File: src/rtl/fetch_stage.sv
// rtl/fetch_stage.sv - MIPS IF stage: PC, instruction-bus requests, IF/ID register
//
// Ports:
//   clk, reset                  rising-edge clock, asynchronous active-high reset
//   ireq_valid, ireq_addr       instruction request (held stable until iresp_data_ok)
//   iresp_data_ok, iresp_data   request completion and fetched word (same cycle allowed)
//   stall, flush                hazard-unit controls for the IF/ID register
//   redirect_valid, redirect_pc taken branch/jump target
//   fd_valid, fd_instruction,
//   fd_pc, fd_pc_plus_4         IF/ID register contents for decode
module fetch_stage #(
   parameter logic [31:0] RESET_PC = 32'hBFC0_0000
) (
   input  logic        clk,
   input  logic        reset,
   output logic        ireq_valid,
   output logic [31:0] ireq_addr,
   input  logic        iresp_data_ok,
   input  logic [31:0] iresp_data,
   input  logic        stall,
   input  logic        flush,
   input  logic        redirect_valid,
   input  logic [31:0] redirect_pc,
   output logic        fd_valid,
   output logic [31:0] fd_instruction,
   output logic [31:0] fd_pc,
   output logic [31:0] fd_pc_plus_4
);

   typedef enum logic [1:0] {
      S_FETCH = 2'd0,
      S_DRAIN = 2'd1,
      S_HOLD  = 2'd2
   } state_t;

   localparam logic [31:0] ALIGN_MASK = 32'hFFFF_FFFC;

   state_t      state_q, state_d;
   logic [31:0] pc_q, pc_d;
   logic [31:0] target_q, target_d;
   logic [31:0] hold_data_q, hold_data_d;
   logic [31:0] hold_pc_q, hold_pc_d;
   logic        fd_valid_q, fd_valid_d;
   logic [31:0] fd_instruction_q, fd_instruction_d;
   logic [31:0] fd_pc_q, fd_pc_d;
   logic [31:0] fd_pc_plus_4_q, fd_pc_plus_4_d;

   // A fetch that is ready to enter IF/ID this cycle (from the bus or the hold buffer)
   logic        load_ok;
   logic [31:0] load_instr;
   logic [31:0] load_pc;

   always_comb begin
      state_d     = state_q;
      pc_d        = pc_q;
      target_d    = target_q;
      hold_data_d = hold_data_q;
      hold_pc_d   = hold_pc_q;
      load_ok     = 1'b0;
      load_instr  = iresp_data;
      load_pc     = pc_q;

      case (state_q)
         S_FETCH: begin
            if (iresp_data_ok) begin
               if (redirect_valid) begin
                  pc_d = redirect_pc & ALIGN_MASK;
               end else if (!stall) begin
                  load_ok = 1'b1;
                  pc_d    = pc_q + 32'd4;
               end else begin
                  // Decode can't take it yet; park the word and stop requesting
                  hold_data_d = iresp_data;
                  hold_pc_d   = pc_q;
                  state_d     = S_HOLD;
               end
            end else if (redirect_valid) begin
               // The request can't be withdrawn, so remember where to go once it completes
               target_d = redirect_pc;
               state_d  = S_DRAIN;
            end
         end
         S_DRAIN: begin
            if (redirect_valid) begin
               target_d = redirect_pc;
            end
            if (iresp_data_ok) begin
               pc_d    = (redirect_valid ? redirect_pc : target_q) & ALIGN_MASK;
               state_d = S_FETCH;
            end
         end
         S_HOLD: begin
            if (redirect_valid) begin
               pc_d    = redirect_pc & ALIGN_MASK;
               state_d = S_FETCH;
            end else if (!stall) begin
               load_ok    = 1'b1;
               load_instr = hold_data_q;
               load_pc    = hold_pc_q;
               pc_d       = hold_pc_q + 32'd4;
               state_d    = S_FETCH;
            end
         end
         default: begin
            state_d = S_FETCH;
         end
      endcase

      fd_valid_d       = fd_valid_q;
      fd_instruction_d = fd_instruction_q;
      fd_pc_d          = fd_pc_q;
      fd_pc_plus_4_d   = fd_pc_plus_4_q;
      if (flush) begin
         fd_valid_d = 1'b0;
      end else if (stall) begin
         fd_valid_d = fd_valid_q;
      end else if (load_ok) begin
         fd_valid_d       = 1'b1;
         fd_instruction_d = load_instr;
         fd_pc_d          = load_pc;
         fd_pc_plus_4_d   = load_pc + 32'd4;
      end else begin
         fd_valid_d = 1'b0;
      end
   end

   always_ff @(posedge clk or posedge reset) begin
      if (reset) begin
         state_q          <= S_FETCH;
         pc_q             <= RESET_PC & ALIGN_MASK;
         target_q         <= 32'd0;
         hold_data_q      <= 32'd0;
         hold_pc_q        <= 32'd0;
         fd_valid_q       <= 1'b0;
         fd_instruction_q <= 32'd0;
         fd_pc_q          <= 32'd0;
         fd_pc_plus_4_q   <= 32'd0;
      end else begin
         state_q          <= state_d;
         pc_q             <= pc_d;
         target_q         <= target_d;
         hold_data_q      <= hold_data_d;
         hold_pc_q        <= hold_pc_d;
         fd_valid_q       <= fd_valid_d;
         fd_instruction_q <= fd_instruction_d;
         fd_pc_q          <= fd_pc_d;
         fd_pc_plus_4_q   <= fd_pc_plus_4_d;
      end
   end

   // The request is only dropped while a word sits in the hold buffer
   assign ireq_valid     = (state_q != S_HOLD);
   assign ireq_addr      = pc_q;
   assign fd_valid       = fd_valid_q;
   assign fd_instruction = fd_instruction_q;
   assign fd_pc          = fd_pc_q;
   assign fd_pc_plus_4   = fd_pc_plus_4_q;

endmodule

File: config.mk
export PLATFORM = sky130hd
export DESIGN_NAME = fetch_stage
export DESIGN_NICKNAME = d
export VERILOG_FILES = /design/src/rtl/fetch_stage.sv
export SDC_FILE = /design/constraint.sdc
export NUM_CORES = 1
export LEC_CHECK = 0
export ABC_AREA = 1
export CAP_MARGIN = 20
export CORE_MARGIN = 2
export CORE_UTILIZATION = 55
export CTS_BUF_LIST = sky130_fd_sc_hd__clkbuf_8
export DETAILED_ROUTE_END_ITERATION = 7
export PLACE_DENSITY = 0.91
export SLEW_MARGIN = 20
export SYNTH_ARGS = -nofsm -noshare
export SYNTH_HDL_FRONTEND = slang
export SYNTH_SLANG_ARGS = --single-unit
File: constraint.sdc
create_clock -name clk -period 10.7 [get_ports clk]
set_input_delay 2.14 -clock clk [delete_from_list [all_inputs] [get_ports clk]]
set_output_delay 2.14 -clock clk [all_outputs]
set_load 0.02 [all_outputs]
# After elaboration in Yosys (flattened, before gate mapping)
# Index checks and enable logic that the tools add are counted.
dict set report word_totals {
  ff_bits 227
  inputBits 70
  output_inout_bits 130
  wordCells 66
}
dict set report classes {
  n_addsub 3
  n_eq_ne 12
  muxes 30
  bitwise_logic 3
  n_reduce_logical 9
}
# operator n
set ops {}
lappend ops {{$mux W32} 13}
lappend ops {{$add A32 B3 Y32 const B} 3}
lappend ops {{$pmux W32 S3} 1}
lappend ops {{$pmux W32 S2} 1}
lappend ops {{$ne A3 B3 Y1 const B} 5}
lappend ops {{$mux W2} 7}
lappend ops {{$reduce_and A5 Y1} 2}
lappend ops {{$ne A2 B2 Y1 const B} 4}
lappend ops {{$mux W1} 6}
lappend ops {{$pmux W2 S3} 1}
lappend ops {{$reduce_and A3 Y1} 2}
lappend ops {{$reduce_and A4 Y1} 1}
lappend ops {{$not A1 Y1} 3}
lappend ops {{$reduce_bool A3 Y1} 1}
lappend ops {{$eq A2 B1 Y1 const B} 1}
lappend ops {{$eq A2 B2 Y1 const B} 1}
lappend ops {{$logic_not A2 Y1} 1}
lappend ops {{$ne A2 B1 Y1 const B} 1}
lappend ops {{$pmux W1 S2} 1}
lappend ops {{$reduce_and A2 Y1} 1}
lappend ops {{$reduce_bool A2 Y1} 1}

# Logic depth before layout (Yosys ltp)
# Gate-level depths: netlist of the first run.
dict set report logic_depth {
  ltp_word 7
  ltp_mapped 17
  ltp_nobuf 16
}

# Worst setup path after synthesis of the first run
# OpenSTA, ideal clock, no wires.
dict set report synth_timing {
  kind {in2reg}
  start {input port stall}
  end {register fd_pc_plus_4_q[28], in the netlist fd_pc_plus_4[28]}
  setup_time_ns 0.125
  arrival_time_ns 3.674
  required_ns 10.575
  setup_slack_ns 6.901
  stages 13
  n_path_buf 2
  cell_sequence {buf_2 buf_4 o21ai_0 o21ai_1 inv_1 ha_1 nand2_1 nor2_2 nand3_4 nor2_4 nand3_1 nand2_1 nand3_1}
}
dict set report synth_via {
  word_cells_on_any_way 10
  cone_classes {add/sub: 1; mux: 7; bitwise: 1; reduce/logical: 1}
}
# item line
set synth_rtl {}
lappend synth_rtl {{start: declaration} 20} ;# input logic stall,
lappend synth_rtl {{$mux W32} --}
lappend synth_rtl {{$mux W32} 93} ;# if (redirect_valid) begin
lappend synth_rtl {{$mux W32} 63} ;# case (state_q)
lappend synth_rtl {{net load_pc[2]} 51} ;# logic [31:0] load_pc;
lappend synth_rtl {{$add A32 B3 Y32} 121} ;# fd_pc_plus_4_d = load_pc + 32'd4;
lappend synth_rtl {{end signal: assignment} 147} ;# fd_pc_plus_4_q <= fd_pc_plus_4_d;
lappend synth_rtl {{end: declaration} 46} ;# logic [31:0] fd_pc_plus_4_q, fd_pc_plus_4_d;
# The timed path passes the listed nets, and every way through them passes these cells.
# A chain may end at the register's enable or synchronous reset.

# Final worst setup path of the first run
dict set report layout_timing {
  start {input port redirect_valid}
  end {register fd_pc_plus_4_q[24], in the netlist fd_pc_plus_4[24]}
}
dict set report layout_via {
  word_cells_on_any_way 7
  cone_classes {add/sub: 1; mux: 5; reduce/logical: 1}
}
# item line
set layout_rtl {}
lappend layout_rtl {{start: declaration} 22} ;# input logic redirect_valid,
lappend layout_rtl {{$mux W32} 93}
lappend layout_rtl {{$mux W32} 63}
lappend layout_rtl {{net load_pc[2]} 51}
lappend layout_rtl {{$add A32 B3 Y32} 121}
# The timed path passes the listed nets, and every way through them passes these cells.

==> flow_summary_export.csv, run 1 <==
group,metric,value,unit
synthesis,synth_cells,1910,
synthesis,yosysUniqueCellTypes,47,
place,place.gp.congestion,0.955,
die,io_pins,200,
synthesis,synth_top_area_cell,"dfrtp_1",
timing,max_slew_margin,28.8,%
clock_tree,root_buffer,"clkbuf_8",
clock_tree,tritoncts,"done",
timing,slew_violations,0,
place,hpwl,27900,µm
die,core,23500,µm²
critical_path,reg2reg_depth,10,
grt,grt_overflow,0,
cells_and_area,area_delta_synth_final,22.7,%
cells_and_area,fin_nets,2143,
routing,wl_met3,3970,µm
synthesis,yosys_warnings,0,
critical_path,worst_ep_required_time,11120,ps
die,initial_core_util,56.1,%
routing,vias,13702,
synthesis,synth_ff_type,"dfrtp_1",
timing,setup_viol,0,
clock_tree,cts_buffer_depth,3,
clock_tree,holdBufCountCts,0,
clock_tree,h-tree-depth,2,
grt,grt_pass1_vias,12618,
critical_path,end_kind,"flop",
clock_tree,postCtsSetupBuffers,0,
cells_and_area,drive_gt1_share,6.82,%
synthesis,seq_area_frac_synth,42.5,%
routing,routed.top_layer,"met4",
cells_and_area,diodes,0,
die,die_w,159,µm
timing,rsz0062_at_grt,"false",
grt,track_usage,32.3,%
critical_path,setup.worst_path.start_class,"primary input",
die,rows,56,
timing,fmaxAchievable,0.187,GHz
routing,met2WireLength,18000,µm
timing,hold_ws,476,ps
timing,setup_tns,0,ps
power_and_ir_drop,ir_drop,0.177,mV
timing,period_needed,5340,ps
timing,period_share,49.9,%
routing,drc_errors,0,
synthesis,ys_seq_elements,223,
power_and_ir_drop,power.leakage,7.45,nW
critical_path,critical_path_class,"in -> reg",
timing,worst_pin_slew,1070,ps
critical_path,arrival,5760,ps
clock_tree,cts_made_buffers,40,
routing,wl,40400,µm
clock_tree,path_clk_slew,60,ps
run,max_cap_viol_count,0,
timing,skew,22.2,ps
synthesis,synth-edff-count,0,
timing,final-hold-violation-count,0,
min_path,hold_depth,2,
outcome,status,"finished clean",
routing,ant_nets,0,
synthesis,synth_nets,1987,
clock_tree,clock_latency,550,ps
synthesis,synth-async-reset-ratio,100,%
routing,first_pass_iters,5,
clock_tree,clock-sinks,223,
grt,grt_max_degree,144,
synthesis,synth_top_cell_area_share,40.7,%
critical_path,path_max_fanout,74,
grt,grt_pass1_wl,64300,µm
routing,met1_length,16900,µm
place,io_buffers,197,
cells_and_area,fillCellCount,1900,
synthesis,syn_avg_cell_area,6.89,µm²
die,dieArea,25200,µm²
synthesis,synth.area.top_cells,"dfrtp_1 41%, nand2_1 19%, o21ai_0 9.1%",
routing,viasPerCell,5.67,
die,die_y,159,µm
routing,drt-initial-drc-count,1810,
power_and_ir_drop,power.density,303,nW/µm²
synthesis,syn-cell-area,13200,µm²
min_path,worst_hold_path_type,"reg -> reg",
clock_tree,ctsResizeCount,0,
grt,antenna_found_initial,0,
routing,wl_per_cell,16.7,µm
## layout make-up
cell class | instances | area [µm²] | share of cell area, %
Tap cell | 319 | 399 | 2.47
Clock inverter | 18 | 159 | 0.984
Sequential cell | 223 | 5590 | 34.6
Clock buffer | 54 | 743 | 4.60
Multi-Input combinational cell | 1411 | 6490 | 40.2
Timing Repair Buffer | 210 | 2070 | 12.8
Inverter | 180 | 689 | 4.27
## metal layers
| metal | GRT usage [%] | up-vias |
|---|---|---|
| met4 | 13.3 | 0 |
| met2 | 48.9 | 722 |
| met3 | 5.17 | 114 |
| met1 | 46.2 | 6389 |
| li1 | - | 6477 |
| met5 | 0 | - |
## per-stage QoR
stage,cells,total power [mW],setup WS [ps],area (µm²),utilization (%)
2_1_floorplan,1910,3.01,2470,13200,-
3_3_place_gp,2343,3.86,5040,15200,64.9
3_5_place_dp,2343,3.95,4920,15200,64.9
4_1_cts,2415,4.87,5490,16100,68.7
5_1_grt,2415,5.23,5120,16100,68.8
6_report,2415,4.90,5360,16100,68.8
## report_power, final
group          switching, mW  internal (mW)
sequential             0.378           1.26
clock                  0.372          0.524
combinational           1.47          0.890
## sequential cells by signal, indices dropped and copies added, names as in the netlist
register	count
target_q	30
state_q	2
fd_instruction	32
fd_pc	32
fd_valid	1
hold_pc_q	32
fd_pc_plus_4	30
ireq_addr	32
hold_data_q	32
## Yosys cell counts, types with 9 or more instances
library cell and count:
a31oi_1 13, nand4_1 19, nor2_4 9, a21oi_1 89, inv_1 173, nand3_1 119, dfstp_2 9, dfrtp_1 214
nand2_1 659, xor2_1 13, buf_2 24, nand2_2 21, o211ai_1 11, o21ai_0 238, nor2_1 148, nor3_1 20
buf_1 9, clkbuf_1 56
## kinds of logic after synthesis
logic type / Yosys count / share of synthesized area [%]
XOR/XNOR: 15 / 0.999
AO/OA/AOI/OAI: 379 / 15.3
buffers and inverters: 276 / 8.43
adder cells (fa/ha/maj): 7 / 0.666
flip-flops: 223 / 42.5
AND/OR/NAND/NOR: 1010 / 32.1
## placed cells by master (no fill, tap or decap), drive strengths merged, types with 2 or more instances in the layout
master / n
a211oi: 4
a21oi: 89
a31oi: 13
buf: 14
bufinv: 3
clkbuf: 54
clkdlybuf4s50: 196
clkinv: 9
dfrtp: 214
dfstp: 9
ha: 7
inv: 186
nand2: 682
nand3: 121
nand4: 19
nor2: 163
nor3: 22
o2111ai: 5
o211ai: 11
o21ai: 243
o221ai: 3
o22ai: 4
xnor2: 2
xor2: 13
## final timing paths
kind                           startpoint                end  slack [ps]
setup / recovery           redirect_valid   fd_pc_plus_4[24]        5360
min in group asynchronous           reset           fd_pc[8]        2100
hold reg to reg                  fd_pc[3]           fd_pc[3]         480
max in group asynchronous           reset    hold_data_q[22]        7380
setup reg to reg               state_q[0]  fd_instruction[2]        6730
hold / removal                   fd_pc[3]           fd_pc[3]         480
## critical path: stages
cell	delay [ps]
buf_2	80
buf_4	600
inv_1	370
buf_4	330
nand2_2	80
buf_4	550
o21ai_1	330
inv_1	140
ha_1	180
nand2_1	90
inv_1	80
nand2_1	80
nor2_1	260
nand2_1	110
nand2_1	80
nand2_1	60
nand2_1	60
nand2_1	70
No activity file was read; power rests on OpenSTA's default activity.
==> run 2, diff against run 1 <==
==> constraint.sdc (replaced) <==
create_clock -name clk -period 5.4 [get_ports clk]
set_input_delay 1.08 -clock clk [delete_from_list [all_inputs] [get_ports clk]]
set_output_delay 1.08 -clock clk [all_outputs]
set_load 0.02 [all_outputs]
==> run 2 against run 1 <==
  * Cell area shrank 0.17%
  * Critical endpoint is now ireq_valid
  * Largest power group unchanged
  * Final cell count increased by 0.12%
  * Sequential share of layout area increased by 0.059 points
  * Global-route usage grew 0.17 points
  * Highest routed layer unchanged
  * First-iteration DRC count shrank 8.6%
==> flow_summary_export.csv, run 2 (synthesis results as in run 1) <==
group,metric,value,unit
outcome,status,"finished clean",
timing,setup_tns,0,ps
clock_tree,path_clk_slew,50,ps
grt,grt_pass1_vias,12605,
timing,max_slew_margin,39.6,%
power_and_ir_drop,ir_drop,0.334,mV
place,io_buffers,197,
clock_tree,tritoncts,"done",
min_path,worst_hold_path_type,"reg -> reg",
timing,rsz0062_at_grt,"false",
critical_path,reg2reg_depth,16,
die,rows,56,
clock_tree,root_buffer,"clkbuf_8",
clock_tree,ctsResizeCount,0,
critical_path,arrival,2580,ps
routing,drt-initial-drc-count,1654,
timing,worst_pin_slew,906,ps
cells_and_area,fillCellCount,1983,
grt,antenna_found_initial,0,
routing,drc_errors,0,
die,core,23500,µm²
critical_path,setup.worst_path.start_class,"flop",
timing,fmaxAchievable,0.274,GHz
clock_tree,holdBufCountCts,0,
die,initial_core_util,56.1,%
clock_tree,h-tree-depth,2,
cells_and_area,fin_nets,2145,
routing,first_pass_iters,6,
grt,grt_overflow,0,
critical_path,slowest_stage,"clkdlybuf4s50_1",
grt,grt_pass1_wl,64300,µm
routing,ant_nets,0,
routing,vias,13564,
timing,slew_violations,0,
die,die_w,159,µm
clock_tree,clock_latency,540,ps
timing,skew,15.7,ps
clock_tree,postCtsSetupBuffers,0,
clock_tree,cts_buffer_depth,3,
critical_path,end_kind,"primary output",
place,place.gp.congestion,0.995,
cells_and_area,diodes,0,
grt,track_usage,32.4,%
routing,wl_per_cell,16.8,µm
cells_and_area,final_common_cell,"nand2_1",
min_path,hold_depth,2,
routing,viasPerCell,5.61,
grt,grt_max_degree,163,
die,die_y,159,µm
die,dieArea,25200,µm²
critical_path,path_cells,"inv_1 -> ha_1 -> inv_2 -> clkdlybuf4s50_1",
die,io_pins,200,
timing,final-hold-violation-count,0,
cells_and_area,area_delta_synth_final,22.5,%
power_and_ir_drop,power.density,594,nW/µm²
power_and_ir_drop,power.leakage,7.45,nW
critical_path,path_max_fanout,26,
clock_tree,cts_made_buffers,40,
critical_path,crit_path_max_incr_delay,710,ps
power_and_ir_drop,power,9.58,mW
cells_and_area,drive_gt1_share,6.72,%
timing,period_share,67.7,%
critical_path,critical_path_class,"reg -> out",
timing,setup_viol,0,
cells_and_area,layout_common_cells,"657 x nand2_1, 238 x o21ai_0, 214 x dfrtp_1",
routing,wl,40600,µm
run,max_cap_viol_count,0,
timing,period_needed,3660,ps
place,hpwl,28800,µm
critical_path,worst_ep_required_time,4320,ps
clock_tree,clock-sinks,223,
## run 2: changes by cell type in the layout (fill, tap and decap cells not counted)
cell and delta:
clkbuf_8 -5, inv_1 +5, buf_12 +3, clkinvlp_4 +2
buf_6 -1, bufinv_16 -1, clkinv_2 +1, clkinv_8 -1
## run 2: layout make-up
class | instances | area [µm²] | area share (%)
multi-input combinational | 1411 | 6490 | 40.3
sequential | 223 | 5590 | 34.7
timing repair buffer | 212 | 2120 | 13.1
inverter | 180 | 681 | 4.22
clock buffer | 49 | 674 | 4.18
tap | 319 | 399 | 2.48
clock inverter | 24 | 160 | 0.994
## run 2: routing by layer
layer / up-vias / global-route usage [%] / part of all wire, %
li1: 6475 / - / -
met1: 6273 / 46.1 / 42
met2: 712 / 50.1 / 45
met3: 104 / 5.25 / 9.6
met4: 0 / 12.1 / 3.4
met5: - / 0 / 0
## run 2: final timing paths
kind                       startpoint               end  slack (ps)
setup / recovery           state_q[0]        ireq_valid        1740
hold reg to reg             fd_pc[18]         fd_pc[18]         480
min in group asynchronous       reset  fd_pc_plus_4[14]        1040
setup reg to reg           state_q[0]  fd_pc_plus_4[24]        1960
max in group asynchronous       reset     ireq_addr[16]        3690
hold / removal              fd_pc[18]         fd_pc[18]         480
## run 2: worst max-delay path, delay by kind of cell, from the launching register on
kind / cells / cell delay, ps
flops: 1 / 400
fa+ha+maj: 1 / 350
buf+inv: 3 / 1280
## run 2: power by group
part	total, mW	internal (mW)	switching (mW)
combinational	4.69	1.77	2.92
clock	1.64	0.921	0.722
sequential	3.25	2.50	0.749
total	9.58	5.19	4.39
## run 2: through the flow
stage               setup slack (ps)  cells  cell area, µm²  hold slack (ps)  util (%)
CTS                             1720   2418           16100              484      68.6
finish                          1740   2418           16100              482      68.7
global route                    1650   2418           16100              503      68.7
floorplan                       1420   1910           13200              448         -
detailed placement              1660   2345           15300              468      65.1
global placement                1660   2345           15300              462      65.1
